$ cat src/rtl/immediate_generator_pkg.sv
// Shared opcode constants and immediate-format enum for the RV64I immediate generator.
package immediate_generator_pkg;

  localparam logic [6:0] OP_IMM    = 7'b0010011;
  localparam logic [6:0] OP_LOAD   = 7'b0000011;
  localparam logic [6:0] OP_JALR   = 7'b1100111;
  localparam logic [6:0] OP_IMM32  = 7'b0011011;
  localparam logic [6:0] OP_STORE  = 7'b0100011;
  localparam logic [6:0] OP_BRANCH = 7'b1100011;
  localparam logic [6:0] OP_LUI    = 7'b0110111;
  localparam logic [6:0] OP_AUIPC  = 7'b0010111;
  localparam logic [6:0] OP_JAL    = 7'b1101111;

  typedef enum logic [2:0] {
    FMT_I,
    FMT_S,
    FMT_B,
    FMT_U,
    FMT_J,
    FMT_NONE
  } imm_fmt_e;

endpackage

$ cat src/rtl/imm_format_decode.sv
// Maps a 7-bit opcode to its immediate format; unknown opcodes give FMT_NONE and valid=0.
module imm_format_decode
  import immediate_generator_pkg::*;
(
  input  logic [6:0] opcode,
  output imm_fmt_e   fmt,
  output logic       valid
);

  always_comb begin
    fmt = FMT_NONE;
    unique case (opcode)
      OP_IMM, OP_LOAD, OP_JALR, OP_IMM32: fmt = FMT_I;
      OP_STORE:                           fmt = FMT_S;
      OP_BRANCH:                          fmt = FMT_B;
      OP_LUI, OP_AUIPC:                   fmt = FMT_U;
      OP_JAL:                             fmt = FMT_J;
      default:                            fmt = FMT_NONE;
    endcase
  end

  assign valid = (fmt != FMT_NONE);

endmodule

$ cat src/rtl/immediate_generator.sv
// RV64I immediate generator: field assembly and sign extension, plus a sticky illegal-opcode flag.
// Define IMM_REG_EN to register imm/imm_valid (1-cycle latency).
module immediate_generator
  import immediate_generator_pkg::*;
#(
  parameter int unsigned XLEN = 64
) (
  input  logic            clk,
  input  logic            rst,
  input  logic [31:0]     instruction,
  output logic [XLEN-1:0] imm,
  output logic            imm_valid,
  output logic            illegal_seen
);

  imm_fmt_e        fmt;
  logic            valid_comb;
  logic [XLEN-1:0] imm_comb;
  logic            sign;
  logic            illegal_q;

  assign sign = instruction[31];

  imm_format_decode u_decode (
    .opcode (instruction[6:0]),
    .fmt    (fmt),
    .valid  (valid_comb)
  );

  always_comb begin
    imm_comb = '0;
    case (fmt)
      FMT_I: imm_comb = {{(XLEN-12){sign}}, instruction[31:20]};
      FMT_S: imm_comb = {{(XLEN-12){sign}}, instruction[31:25], instruction[11:7]};
      FMT_B: imm_comb = {{(XLEN-13){sign}}, instruction[31], instruction[7],
                         instruction[30:25], instruction[11:8], 1'b0};
      FMT_U: imm_comb = {{(XLEN-32){sign}}, instruction[31:12], 12'b0};
      FMT_J: imm_comb = {{(XLEN-21){sign}}, instruction[31], instruction[19:12],
                         instruction[20], instruction[30:21], 1'b0};
      default: imm_comb = '0;
    endcase
  end

`ifdef IMM_REG_EN
  logic [XLEN-1:0] imm_q;
  logic            valid_q;

  always_ff @(posedge clk) begin
    if (rst) begin
      imm_q   <= '0;
      valid_q <= 1'b0;
    end else begin
      imm_q   <= imm_comb;
      valid_q <= valid_comb;
    end
  end

  assign imm       = imm_q;
  assign imm_valid = valid_q;
`else
  assign imm       = imm_comb;
  assign imm_valid = valid_comb;
`endif

  // Sticky: reset has priority over a concurrent invalid opcode.
  always_ff @(posedge clk) begin
    if (rst) begin
      illegal_q <= 1'b0;
    end else if (!imm_valid) begin
      illegal_q <= 1'b1;
    end
  end

  assign illegal_seen = illegal_q;

endmodule

$ cat config.mk
export PLATFORM = sky130hd
export DESIGN_NAME = immediate_generator
export DESIGN_NICKNAME = d
export VERILOG_FILES = /design/src/rtl/immediate_generator_pkg.sv /design/src/rtl/imm_format_decode.sv /design/src/rtl/immediate_generator.sv
export SDC_FILE = /design/constraint.sdc
export NUM_CORES = 1
export LEC_CHECK = 0
export ABC_CLOCK_PERIOD_IN_PS = 5900
export CAP_MARGIN = 10
export CELL_PAD_IN_SITES_DETAIL_PLACEMENT = 0
export CELL_PAD_IN_SITES_GLOBAL_PLACEMENT = 2
export CORE_ASPECT_RATIO = 0.7
export CORE_MARGIN = 1.5
export CORE_UTILIZATION = 12
export DETAILED_ROUTE_END_ITERATION = 6
export PLACE_DENSITY_LB_ADDON = 0.1
export SLEW_MARGIN = 5
export SYNTH_ARGS = -nofsm -noshare
export SYNTH_HDL_FRONTEND = slang
export SYNTH_SLANG_ARGS = --single-unit
$ cat constraint.sdc
create_clock -name clk -period 5.9 [get_ports clk]
set_input_delay 1.18 -clock clk [delete_from_list [all_inputs] [get_ports clk]]
set_output_delay 1.18 -clock clk [all_outputs]
set_load 0.01 [all_outputs]
### After elaboration in Yosys (flattened, before gate mapping)

Index checks and enable logic that the tools add are counted.

* register bits: 1
* input bits: 34
* output and inout port bits: 66
* word-level logic and storage cells: 20

* eq/ne operators: 14
* mux-type cells: 2
* reduce and logical (&&, ||, !) cells: 3

Operator list (count)
* $pmux W64 S5: 1
* $eq A7 B5 Y1 const B: 3
* $eq A7 B7 Y1 const B: 3
* $pmux W3 S5: 1
* $eq A7 B6 Y1 const B: 2
* $eq A7 B2 Y1 const B: 1
* $eq A3 B2 Y1 const B: 2
* $reduce_or A4 Y1: 1
* $eq A3 B1 Y1 const B: 1
* $eq A3 B3 Y1 const B: 1
* $logic_not A3 Y1: 1
* $ne A3 B3 Y1 const B: 1
* $reduce_or A2 Y1: 1

### Depth between registers and ports, before layout

* word-level depth: 5
* gate-level depth with buffers: 6

### Cells and area by module

Synthesis repeated with hierarchy kept, for this count alone.

* cells, all modules: 155
* area total of the unflattened synthesis: 932.1 µm²

Modules (own cells, without submodules)
* immediate_generator: instances 1, cells an instance 132, area an instance 785.8 µm²
* imm_format_decode: instances 1, cells an instance 23, area an instance 146.4 µm²

### Worst setup path after synthesis

Ideal clock, no wire load.

* path type: input to output
* from: in instruction[2]
* to: out imm[32]
* arrival: 3.036 ns
* data required time: 4.720 ns
* setup slack: 1.684 ns
* cell stages on the path: 6
* cell sequence: clkbuf_1 -> and3b_1 -> a21oi_1 -> o21ai_0 -> and2_1 -> buf_4

* longest elaborated chain between the ends: 5
* elaborated cells on any way between the ends: 18
* classes of those cells: 13 x eq/ne; 2 x mux; 3 x reduce/logical

Ends and longest elaborated chain
* start: declaration: RTL line immediate_generator.sv:10 `input logic [31:0] instruction,`
* $eq A7 B5 Y1, or another cell as far along: RTL line imm_format_decode.sv:12 `unique case (opcode)`
* $reduce_or A4 Y1 or $reduce_or A2 Y1 (tied branches): RTL line imm_format_decode.sv:12
* $pmux W3 S5 (*): RTL line imm_format_decode.sv:12
* $eq A3 B3 Y1, or another cell as far along: RTL line immediate_generator.sv:32 `case (fmt)`
* $pmux W64 S5 (*): RTL line immediate_generator.sv:32
* end: declaration: RTL line immediate_generator.sv:11 `output logic [XLEN-1:0] imm,`

Mark *: on every way between the ends. The rest lies on a longest branch, timed or not.

### Worst setup path after layout

* from: in instruction[2]
* to: out imm[33]

The elaborated chain is that of the path after synthesis.

==> results.md <==
* I/O Buffers at between 90 and 100
* CP startpoint kind: input pin
* Worst slew margin at 0.555
* DPL Wire Length at 2.46 mm
* CP Max Fanout at 33
* Req. time, crit path at around 4.7 ns
* Sequential area share after synthesis at 0.0255
* DP Area at between 1500 and 2000 um^2
* Full die area at 7050 um^2
* Warnings, synthesis at 0
* Worst VDD drop at approximately 0.018 mV
* TritonRoute pass-1 iters at 4
* LEAKAGE at 0.716 nW
* Final nets at 206
* Worst path slowest cell: clkdlybuf4s50_1
* Worst EP arrival at between 3 and 4 ns
* Commonest non-fill, non-tap cell in the layout: clkdlybuf4s50_1
* N_diodes at 0
* Fmax at ~210 MHz
* Synth area leader: buf_4
* Routed vias/inst at a little under 4
* Final Critical Period at about 4.7 ns
* DR WL/cell at approximately 12 um
* Final hold violations at 0
* Initial core utilization at 0.125
* Worst hold path class: reg2reg
* Final instance area at around 1600 um^2
* Grt ovf at 0
* Gate Count Post-Synth at 106
* Final Core Density at 0.258
* Crit end category: output pin
* Number of fillers in the final layout at ~660
* Layout cells sized above 1 at 0.0353
* Post-DRT Antenna Nets at 0
* Fin. max-slew vios at 0
* Register clock-pin slew on the reported worst setup and hold paths at 0 ns
* CP startpoint: instruction[2]
* Final Power at a little under 80 uW
* First-pass GRT wire length at 4.59 mm
* Largest net degree at the start of global routing at 34
* FF+latch count, synth at 1
* Count of different cell masters after synthesis at 28
* Area added between synthesis and finish at 106%
* Commonest cells after routing, fill and taps aside: clkdlybuf4s50_1, a21o_1, and2_1
* Setup CP Type: in2out
* Crit-path cells: clkdlybuf4s50_1, and3b_1, a21oi_1, o21ai_0, and2_1, buf_4, clkdlybuf4s50_1
* RSZ-0062 raised after global routing: no
* Global-route usage over all layers at 0.0772
* Routability cong. at slightly above 0.7
* Worst-case clock skew at 0 ns
* Synthesized Nets at between 100 and 150
* Critical R2R Launch: illegal_seen$_SDFFE_PP0N_
* Final setup TNS at 0 ns
* # IOs at 100
* Crit share post-route at 0.800
* Initial antenna violation count at 0
* Slew @ Worst Pin at approximately 0.66 ns
* Post-CTS setup repair buffer count at 0
* Pwr dens at 47.9 nW/um^2
* CORE AREA at 6280 um^2
* Via Count at just under 1,000
* Final setup fails at 0
* CTS Hold Bufs at 0
* Vert. Die Dim at slightly above 70 um
* Die width at around 100 um
* Iter 0 DRT Violations at a little under 50
* Cell mode on critical path: clkdlybuf4s50_1
* Post-Syn Area per Cell at ~7.4 um^2
* Top-area cell type share of the netlist area at 0.306
* Cell row count at 24
* Residual DRC at 0
* Post-synthesis cell area at just under 800 um^2
* Clk_lat worst skew at 0 ns
* Main area contributors after synthesis: buf_4, a21o_1, a22o_1, and2_1, a31oi_4
* Crit-path max cell delay at about 0.73 ns
* Post-cts resize count at 0
* Vias in the first global route at 883
* Max Cap Viol at 0
* Min-delay src: illegal_seen$_SDFFE_PP0N_
* Max FFs per register at 1
* Final wirelength at slightly below 3 mm
* Status: complete, no violations
[worst max-delay path: cells and delay by family]
| kind | cells | cell delay [ns] |
|---|---|---|
| AO/OA/AOI/OAI | 2 | 0.37 |
| buffers and inverters | 3 | 1.58 |
| AND/OR/NAND/NOR | 2 | 0.40 |
[kinds of logic (layout without fill, tap and decap cells)]
logic type             count (synthesis)  in the layout  synth area share
DFF                                    1              1            0.0255
and+or+nand+nor                       30             30             0.264
AOI/OAI and AO/OA                     36             36             0.361
buffers and inverters                 39            103             0.349
[final cells by class]
cell class | instances | area [um^2] | area share
inverters | 3 | 11.3 | 0.00696
multi-input cells | 66 | 492 | 0.304
repair buffers | 100 | 998 | 0.617
well taps | 78 | 97.6 | 0.0603
flip-flops and latches | 1 | 20.0 | 0.0124
[metal layers]
| metal | routed length (um) | part of all wire | global-route usage |
|---|---|---|---|
| met5 | 0 | 0 | 0 |
| met4 | 0 | 0 | 0 |
| met3 | 192 | 0.066 | 0.00593 |
| met2 | 1320 | 0.46 | 0.134 |
| met1 | 1390 | 0.48 | 0.111 |
[cells in the mapped netlist]
master / instances
nand3_1: 4
or3_1: 1
or4b_4: 1
a21oi_4: 1
a21o_1: 19
buf_6: 1
nand3b_4: 1
clkbuf_1: 3
nand4b_1: 2
dfxtp_1: 1
o32ai_1: 1
and4b_1: 1
a22o_1: 5
and2_1: 7
nand2b_1: 3
inv_1: 3
and3b_1: 1
a21oi_1: 4
o211ai_1: 1
o21ai_0: 3
a41oi_1: 1
nand3b_1: 1
nor2_1: 2
a31oi_4: 1
nand2_1: 3
and4bb_2: 1
nor3_1: 2
buf_4: 32
[through the flow]
| stage | setup slack (ns) | hold WS (ns) | instances |
|---|---|---|---|
| finish | 1.18 | 0.439 | 248 |
| global placement | 1.15 | 0.431 | 248 |
| CTS | 1.13 | 0.441 | 248 |
| floorplan | 1.68 | 0.463 | 106 |
| detailed placement | 1.13 | 0.440 | 248 |
| global route | 0.937 | 0.484 | 248 |
[worst paths after layout]
| check | cells after the start | slack [ns] | to |
|---|---|---|---|
| worst min-delay path | 2 | 0.44 | illegal_seen$_SDFFE_PP0N_ |
| worst max-delay path | 7 | 1.18 | imm[33] |
| worst min register to register | 2 | 0.44 | illegal_seen$_SDFFE_PP0N_ |
| worst max register to register | 2 | 5.37 | illegal_seen$_SDFFE_PP0N_ |
[where the power goes]
group	leakage (nW)	internal (mW)	switching, mW	total (mW)
Combinational	0.708	0.0435	0.0265	0.0700
Clock	0	0	0	0
Sequential	0.00844	0.00735	0.000203	0.00755
Note: power is estimated with default switching activity, not from simulation.
